<file path="src/rtl/usb_tx_pkg.sv">
// Shared types and constants for the USB transmit line encoder.
// Line levels are expressed as {d_plus, d_minus}.
package usb_tx_pkg;

  typedef enum logic [1:0] {
    IDLE    = 2'd0,
    DATA    = 2'd1,
    EOP_SE0 = 2'd2,
    EOP_J   = 2'd3
  } tx_enc_state_t;

  localparam logic [1:0] LINE_J   = 2'b10;
  localparam logic [1:0] LINE_K   = 2'b01;
  localparam logic [1:0] LINE_SE0 = 2'b00;

  localparam int STUFF_LIMIT = 6;

  // NRZI: a transition on the line encodes a zero (or a stuff bit).
  function automatic logic [1:0] nrzi_toggle(input logic [1:0] line);
    return ~line;
  endfunction

endpackage

</file>
<file path="src/rtl/usb_bit_timer.sv">
// Rollover counter that marks the last clock of every USB bit period.
// Held at zero while cleared, so the first period after a clear is full length.
module usb_bit_timer #(
  parameter int CLKS_PER_BIT = 8
) (
  input  logic clk,
  input  logic n_rst,
  input  logic en,
  input  logic clr,
  output logic boundary
);

  localparam int CW = (CLKS_PER_BIT > 2) ? $clog2(CLKS_PER_BIT) : 1;
  localparam logic [CW-1:0] LAST = CW'(CLKS_PER_BIT - 1);

  logic [CW-1:0] cnt;

  assign boundary = en && (cnt == LAST);

  // NOTE: state registers use non-blocking assignments so every flop samples
  // the values from before the edge, independent of statement order.
  always_ff @(posedge clk or negedge n_rst) begin
    if (!n_rst) begin
      cnt <= '0;
    end else if (clr) begin
      cnt <= '0;
    end else if (en) begin
      cnt <= boundary ? '0 : cnt + CW'(1);
    end
  end

endmodule

</file>
<file path="src/rtl/usb_tx_line_encoder.sv">
// Serial back end of the USB transmitter: bit timing, bit stuffing, NRZI
// encoding onto D+/D-, and EOP generation (SE0 x2 then J).
module usb_tx_line_encoder
  import usb_tx_pkg::*;
#(
  parameter int CLKS_PER_BIT = 8
) (
  input  logic clk,
  input  logic n_rst,
  input  logic tx_start,
  input  logic serial_in,
  input  logic eop_req,
  output logic shift_strobe,
  output logic byte_done,
  output logic d_plus,
  output logic d_minus,
  output logic tx_busy,
  output logic eop_done
);

  tx_enc_state_t state;
  logic [1:0]    line;
  logic [2:0]    ones_cnt;
  logic [2:0]    bit_cnt;
  logic          eop_pending;
  logic          se0_second;

  logic          timer_en;
  logic          timer_clr;
  logic          bit_end;
  logic          stuff_due;
  logic          data_shift;

  assign timer_en  = (state != IDLE);
  assign timer_clr = (state == IDLE);

  usb_bit_timer #(
    .CLKS_PER_BIT (CLKS_PER_BIT)
  ) u_bit_timer (
    .clk      (clk),
    .n_rst    (n_rst),
    .en       (timer_en),
    .clr      (timer_clr),
    .boundary (bit_end)
  );

  assign stuff_due  = (ones_cnt == 3'(STUFF_LIMIT));
  assign data_shift = (state == DATA) && bit_end && !stuff_due && !eop_pending;

  // Strobes are decoded from registered state so the byte register shifts
  // and reloads on the same edge that consumes its current bit.
  assign shift_strobe = data_shift;
  assign byte_done    = data_shift && (bit_cnt == 3'd7);
  assign eop_done     = (state == EOP_J) && bit_end;

  assign {d_plus, d_minus} = line;

  always_ff @(posedge clk or negedge n_rst) begin
    if (!n_rst) begin
      state       <= IDLE;
      line        <= LINE_J;
      ones_cnt    <= '0;
      bit_cnt     <= '0;
      eop_pending <= 1'b0;
      se0_second  <= 1'b0;
      tx_busy     <= 1'b0;
    end else begin
      case (state)
        IDLE: begin
          line <= LINE_J;
          if (tx_start) begin
            state       <= DATA;
            ones_cnt    <= '0;
            bit_cnt     <= '0;
            eop_pending <= 1'b0;
            se0_second  <= 1'b0;
            tx_busy     <= 1'b1;
          end
        end

        DATA: begin
          if (bit_end) begin
            if (stuff_due) begin
              line     <= nrzi_toggle(line);
              ones_cnt <= '0;
            end else if (eop_pending) begin
              state      <= EOP_SE0;
              line       <= LINE_SE0;
              se0_second <= 1'b0;
            end else begin
              if (serial_in) begin
                ones_cnt <= ones_cnt + 3'd1;
              end else begin
                line     <= nrzi_toggle(line);
                ones_cnt <= '0;
              end
              bit_cnt <= bit_cnt + 3'd1;
              if ((bit_cnt == 3'd7) && eop_req) begin
                eop_pending <= 1'b1;
              end
            end
          end
        end

        EOP_SE0: begin
          if (bit_end) begin
            if (se0_second) begin
              state <= EOP_J;
              line  <= LINE_J;
            end else begin
              se0_second <= 1'b1;
            end
          end
        end

        EOP_J: begin
          if (bit_end) begin
            state       <= IDLE;
            tx_busy     <= 1'b0;
            eop_pending <= 1'b0;
          end
        end

        default: begin
          state <= IDLE;
          line  <= LINE_J;
        end
      endcase
    end
  end

endmodule

</file>
<file path="config.mk">
export PLATFORM = sky130hd
export DESIGN_NAME = usb_tx_line_encoder
export DESIGN_NICKNAME = d
export VERILOG_FILES = /design/src/rtl/usb_tx_pkg.sv /design/src/rtl/usb_bit_timer.sv /design/src/rtl/usb_tx_line_encoder.sv
export SDC_FILE = /design/constraint.sdc
export NUM_CORES = 1
export LEC_CHECK = 0
export BUFFER_PORTS_ARGS = -buffer_cell sky130_fd_sc_hd__buf_2
export CELL_PAD_IN_SITES_DETAIL_PLACEMENT = 0
export CELL_PAD_IN_SITES_GLOBAL_PLACEMENT = 1
export CORE_MARGIN = 2
export CORE_UTILIZATION = 30
export CTS_CLUSTER_SIZE = 12
export DETAILED_ROUTE_END_ITERATION = 10
export GPL_TIMING_DRIVEN = 0
export PLACE_DENSITY_LB_ADDON = 0.1
export SYNTH_ARGS = -nofsm -noshare
export SYNTH_HDL_FRONTEND = slang
export SYNTH_SLANG_ARGS = --single-unit
export TNS_END_PERCENT = 30
</file>
<file path="constraint.sdc">
create_clock -name clk -period 2.3 [get_ports clk]
set_clock_uncertainty 0.05 [all_clocks]
set_input_delay 0.115 -clock clk [delete_from_list [all_inputs] [get_ports clk]]
set_output_delay 0.115 -clock clk [all_outputs]
set_load 0.02 [all_outputs]
</file>
==> results.tsv, run 1 <==
stage	metric	value	unit
outcome	status	finished clean	
floorplanning	initial core utilization	30.9	%
floorplanning	Cell Rows	21	
yosys	Simple-Gate Fraction of Synth Area	18.1	%
drt	DRT antenna net count	0	
power	maximum vdd drop	0.536	mV
yosys	post-synth top area share	37.0	%
finish	Total Nets Final	129	
yosys	Syn Nets	111	
cts	TritonCTS buffer count	3	
yosys	largest family of logic cells by synthesized area	compound AO/OA/AOI/OAI gates	
placed_design	routability cong.	0.660	
global_routing	largest net degree at the start of global routing	17	
yosys	Synth Area in Compound Gates	18.4	%
min_path	WHS Path Cells	3	
global_routing	vias in the first global route	756	
cts	CTS tree	done	
floorplanning	DIE HEIGHT	62.2	um
drt	vias per inst	4.56	
timing	setup TNS	0	ps
worst_setup_path	crit path launch type	flip-flop	
cts	CTS Root Cell	clkbuf_4	
timing	fin. max-slew vios	0	
finish	register area	403	um^2
yosys	Synth Cell Area	1010	um^2
placed_design	pre-CTS WS	344	ps
timing	setup ws final	213	ps
yosys	mux cell area share after synthesis	4.81	%
global_routing	GR Util All Layers	11.3	%
yosys	Cells after Synth	95	
timing	unrepaired setup endpoints after global routing	no	
cts	Bufs on Longest Clock Path	2	
floorplanning	Die ar.	3860	um^2
cts	H-Tree Depth	1	
yosys	Distinct cells, synth	39	
yosys	post-synthesis area per instance	10.7	um^2
yosys	sequential area share after synthesis	39.6	%
placed_design	HPWL after detailed placement	1.41	mm
finish	P&R area growth vs syn	18.1	%
timing	period utilization	90.7	%
run	max cap viols	0	
yosys	Top FF cell, synth	dfrtp_1	
finish	final core occ	36.5	%
timing	Hold Vio Cnt, Final	0	
finish	fill count	342	
yosys	yosys warns	0	
floorplanning	I/O pin cnt	11	
worst_setup_path	CP required	2130	ps
drt	drt initial violations	38	
global_routing	antenna violations before repair	0	
worst_setup_path	critical path endpoint category	output pin	
timing	setup violators final	0	
floorplanning	Die X	62.2	um
min_path	Hold Crit Class	primary input to flip-flop	
worst_setup_path	CP Max Fanout	10	
yosys	Synth area leader	dfrtp_1	
finish	area taken by multi-input logic gates	571	um^2
power	power per cell area	1140	nW/um^2
power	Static Leak	0.560	nW
worst_setup_path	Critical Setup Path Class	flip-flop to output pin	
drt	Via Count	720	
timing	Slew HR	74.3	%
yosys	Yosys reg bits	16	
yosys	Synth async-reset ratio	100	%
floorplanning	Core Area	3280	um^2
worst_setup_path	arrival time worst endpoint	1920	ps
global_routing	total gr overflow	0	
finish	layout cell share with drive strength beyond 1	29.5	%
timing	Worst Max-Slew Pin Slew	386	ps
yosys	Post-synth EDFFs	0	
power	Power Total	1.37	mW
worst_setup_path	reg2reg path depth	6	
placed_design	PortBufs	10	
drt	routed len/inst	12.1	um
cts	clock-pin slew on the worst setup and hold paths	100	ps
yosys	Area contributors post-synth	dfrtp_1 37%, ha_1 14%, inv_1 3.7%, mux2_1 3.3%, dfstp_2 2.6%	
cts	clk sinks	16	
finish	number of diodes	0	
timing	f_max	479	MHz
yosys	Synth Area in Adders	13.6	%
drt	first-pass detailed-route iteration total	4	
yosys	Synth Area in XOR/XNOR	0	%
drt	wirelength, routed	1.92	mm
global_routing	first-pass GRT wire length	3.45	mm
cts	Clk Latency, worst-skew pair	290	ps
timing	post-route minimum period	2090	ps
drt	# DRC	0	
-- what timing repair did --
action / in CTS / in global routing
buffers inserted: 0 / 2
gates resized for setup: 0 / 3
hold buffers: 1 / 0
endpoints found under the hold margin: 16 / 0
setup endpoints to repair: 0 / 1
-- cell usage after synthesis (all sizes together), types with 2 or more instances --
| cell type | count |
|---|---|
| nand2 | 6 |
| nor2b | 3 |
| and2 | 2 |
| nand4 | 3 |
| a21oi | 4 |
| dfrtp | 15 |
| o21ai | 7 |
| o31ai | 2 |
| mux2 | 4 |
| ha | 11 |
| nor2 | 5 |
| nand2b | 2 |
| inv | 10 |
| nand3 | 4 |
| nand3b | 2 |
| buf | 2 |
-- cell type report --
cell class | instances | share of cell area [%]
Sequential cell | 16 | 33.6
Tap cell | 46 | 4.80
Multi-Input combinational cell | 67 | 47.6
Timing Repair Buffer | 13 | 6.26
Buffer | 2 | 1.57
Inverter | 10 | 3.13
Clock buffer | 4 | 3.03
-- worst paths after layout --
check	startpoint	endpoint	slack, ps
worst min-delay path	eop_req	eop_pending	40
min in group asynchronous	n_rst	state[1]	210
worst max-delay path	state[0]	byte_done	210
worst max register to register	state[0]	state[1]	360
worst min register to register	u_bit_timer.cnt[0]	u_bit_timer.cnt[0]	390
max in group asynchronous	n_rst	line[1]	1670
-- kinds of logic (layout without fill, tap and decap cells) --
family,after synthesis,after routing
mux,4,4
compound gates,22,22
fa+ha+maj,11,11
simple gates,30,30
buf+inv,12,29
flops,16,16
-- flip-flops by register name, summed over array words and instances, names as in the netlist --
name,flops
line,2
bit_cnt,3
state,2
eop_pending,1
se0_second,1
ones_cnt,3
u_bit_timer.cnt,3
tx_busy,1
-- stage by stage --
step,hold WS [ps],cell area (um^2),instances
floorplan,-231,1010,95
global placement,15.7,1120,151
detailed placement,10.7,1120,151
CTS,37.5,1170,156
global route,50.0,1200,158
finish,43.6,1200,158
-- cell usage in the layout (no fill, tap or decap), types with 3 or more instances in the layout --
cell type | netlist | routed
mux2_1 | 3 | 3
nand2_1 | 6 | 6
o21ai_1 | 3 | 3
ha_1 | 11 | 11
inv_1 | 10 | 10
nand3_1 | 4 | 4
buf_2 | 0 | 10
a21oi_1 | 3 | 3
dfrtp_1 | 15 | 14
nor2_1 | 5 | 5
buf_4 | 1 | 3
clkbuf_4 | 0 | 3
-- power by group --
group | internal (mW) | switching (mW)
Clock | 0.0965 | 0.0981
Sequential | 0.382 | 0.0676
Combinational | 0.355 | 0.367
Total | 0.834 | 0.533
-- layer usage --
layer / track usage (%) / vias up / wire length [um]
met5: 0 / - / 0
met4: 5.83 / 0 / 40
met3: 2.36 / 5 / 59
met2: 16.8 / 11 / 824
met1: 15.6 / 335 / 994
li1: - / 369 / -
-- worst max-delay path, cell delays in order (launching register included) --
cell,delay [ps]
dfrtp_2,420
inv_1,70
ha_1,260
buf_4,200
nor2b_4,160
nand4_4,150
inv_1,90
and2_1,120
buf_2,150
Power figures use the tool's default switching activity.
==> run 2: changes to the inputs <==
- SYNTH_HIERARCHICAL: not set -> 1
==> results.tsv, run 2 <==
stage	metric	value	unit
finish	biggest registers after layout	bit_cnt (3), ones_cnt (3), u_bit_timer/cnt (3)	
yosys	sequential area share after synthesis	35.3	%
global_routing	antenna violations before repair	0	
global_routing	largest net degree at the start of global routing	17	
cts	clock-pin slew on the worst setup and hold paths	80	ps
floorplanning	Die ar.	4300	um^2
finish	P&R area growth vs syn	16.5	%
min_path	WHS Endpoint	eop_pending	
finish	number of diodes	0	
cts	clk sinks	16	
worst_setup_path	Critical Setup Path Class	flip-flop to flip-flop	
yosys	Cells after Synth	113	
worst_setup_path	crit path launch type	flip-flop	
timing	post-route minimum period	2130	ps
drt	drt initial violations	13	
worst_setup_path	CP Max Fanout	10	
timing	fin. max-slew vios	0	
yosys	Area contributors post-synth	dfrtp_1 33%, ha_1 13%, mux2i_1 4.4%, inv_1 3.0%, and3_1 2.8%	
power	Static Leak	0.701	nW
placed_design	PortBufs	10	
global_routing	GR Util All Layers	12.6	%
timing	unrepaired setup endpoints after global routing	no	
yosys	count leader, synth	dfrtp_1	
yosys	Top FF cell, synth	dfrtp_1	
worst_setup_path	critical path endpoint category	flip-flop	
drt	vias per inst	4.80	
worst_setup_path	Reg2Reg Launch Point	state[0]	
yosys	most instantiated cells after synthesis	15 x dfrtp_1, 12 x ha_1, 9 x inv_1, 8 x nor2_1	
timing	f_max	468	MHz
cts	Clk Latency, worst-skew pair	260	ps
power	maximum vdd drop	0.271	mV
yosys	Synth Cell Area	1140	um^2
floorplanning	Cell Rows	22	
worst_setup_path	CP required	2430	ps
floorplanning	DIE HEIGHT	65.6	um
floorplanning	Core Area	3660	um^2
outcome	status	finished clean	
yosys	Distinct cells, synth	43	
yosys	post-synth top area share	33.0	%
timing	period utilization	92.8	%
finish	fill count	373	
placed_design	Post-DP Area	1250	um^2
finish	final core occ	36.2	%
global_routing	first-pass GRT wire length	4.13	mm
yosys	Post-synth EDFFs	0	
yosys	Synth async-reset ratio	100	%
worst_setup_path	reg2reg setup slack	170	ps
drt	DRT antenna net count	0	
placed_design	routability cong.	0.774	
worst_setup_path	reg2reg path depth	8	
run	max cap viols	0	
yosys	yosys warns	6	
timing	setup TNS	0	ps
timing	Hold Vio Cnt, Final	0	
drt	wirelength, routed	2.40	mm
cts	Post-CTS Setup Repair Bufs	0	
timing	Slew HR	73.9	%
power	power per cell area	967	nW/um^2
cts	TritonCTS buffer count	3	
finish	Total Nets Final	146	
worst_setup_path	worst r2r dst	line[1]	
min_path	Hold Crit Class	primary input to flip-flop	
yosys	post-synthesis area per instance	10.1	um^2
drt	first-pass detailed-route iteration total	4	
finish	Design Area, Final	1330	um^2
floorplanning	initial core utilization	31.1	%
yosys	Syn Nets	130	
timing	setup violators final	0	
floorplanning	I/O pin cnt	11	
global_routing	vias in the first global route	879	
drt	routed len/inst	13.6	um
placed_design	HPWL after detailed placement	1.76	mm
worst_setup_path	arrival time worst endpoint	2260	ps
drt	Via Count	844	
global_routing	total gr overflow	0	
floorplanning	Die X	65.6	um
finish	most common cell after layout, fill and taps aside	dfrtp_1	
yosys	Yosys reg bits	16	
min_path	HP Start	eop_req	
cts	CTS tree	done	
min_path	WHS Path Cells	3	
finish	most frequent cells in the layout	15 x dfrtp_1, 11 x buf_2, 11 x ha_1, 9 x inv_1, 8 x nor2_1	
drt	# DRC	0	
finish	layout cell share with drive strength beyond 1	26.6	%
cts	CTS Root Cell	clkbuf_8	
timing	Worst Max-Slew Pin Slew	391	ps
yosys	Synth area leader	dfrtp_1	
cts	Bufs on Longest Clock Path	2	
cts	H-Tree Depth	1	
run 2: area by class of cell:
cell class	instances	area [um^2]	share of cell area [%]
Multi-Input combinational cell	85	687	51.8
Tap cell	48	60.1	4.53
Sequential cell	16	402	30.3
Inverter	9	33.8	2.55
Timing Repair Buffer	11	60.1	4.53
Buffer	3	27.5	2.08
Clock buffer	4	55.1	4.15
run 2: cell families after synthesis:
family / count (synthesis) / synth area share (%)
simple gates: 37 / 17.8
compound gates: 30 / 22.6
fa+ha+maj: 12 / 13.2
buf+inv: 12 / 5.39
mux: 6 / 5.72
flops: 16 / 35.3
run 2: through the flow:
stage | instances | hold slack (ps) | total power [mW] | worst slack [ps]
3_3_place_gp | 171 | 23.8 | 1.01 | -63.3
2_1_floorplan | 113 | -231 | 0.887 | 243
4_1_cts | 176 | 109 | 1.29 | 64.9
3_5_place_dp | 171 | 19.4 | 1.02 | -72.3
6_report | 176 | 100 | 1.28 | 165
5_1_grt | 176 | 140 | 1.40 | 20.8
run 2: critical path, stage by stage (launching register included):
cell and delay, ps:
dfrtp_1 410, inv_1 200, ha_4 250, inv_1 100, and2_2 270, nand2b_2 240
a22oi_4 260, mux2i_1 190, o21ai_1 80
run 2: worst max-delay path by stage:
| stage | startpoint | end | slack, ps | depth (start not counted) |
|---|---|---|---|---|
| 2_1_floorplan | state[0] | line[1] | 240 | 8 |
| 3_3_place_gp | state[0] | line[1] | -60 | 8 |
| 3_5_place_dp | state[0] | line[1] | -70 | 8 |
| 4_1_cts | state[0] | line[1] | 60 | 8 |
| 5_1_grt | state[0] | line[1] | 20 | 8 |
| 6_report | state[0] | line[1] | 170 | 8 |
run 2: layer usage:
layer | vias up | global-route usage, % | share of wire (%)
li1 | 434 | - | -
met1 | 394 | 17.0 | 53
met2 | 11 | 20.5 | 43
met3 | 5 | 2.23 | 2.6
met4 | 0 | 3.91 | 1.2
met5 | - | 0 | 0
run 2: where the power goes:
part | total [mW] | internal, mW | switching, mW
combinational | 0.606 | 0.267 | 0.339
clock | 0.264 | 0.152 | 0.112
sequential | 0.411 | 0.358 | 0.0536
run 2: repair_timing:
item | 4_1_cts | 5_1_grt
setup endpoints to repair | 3 | 4
endpoints found under the hold margin | 15 | 0
hold buffers | 1 | 0
pin swaps | 0 | 0
gates resized for setup | 1 | 1
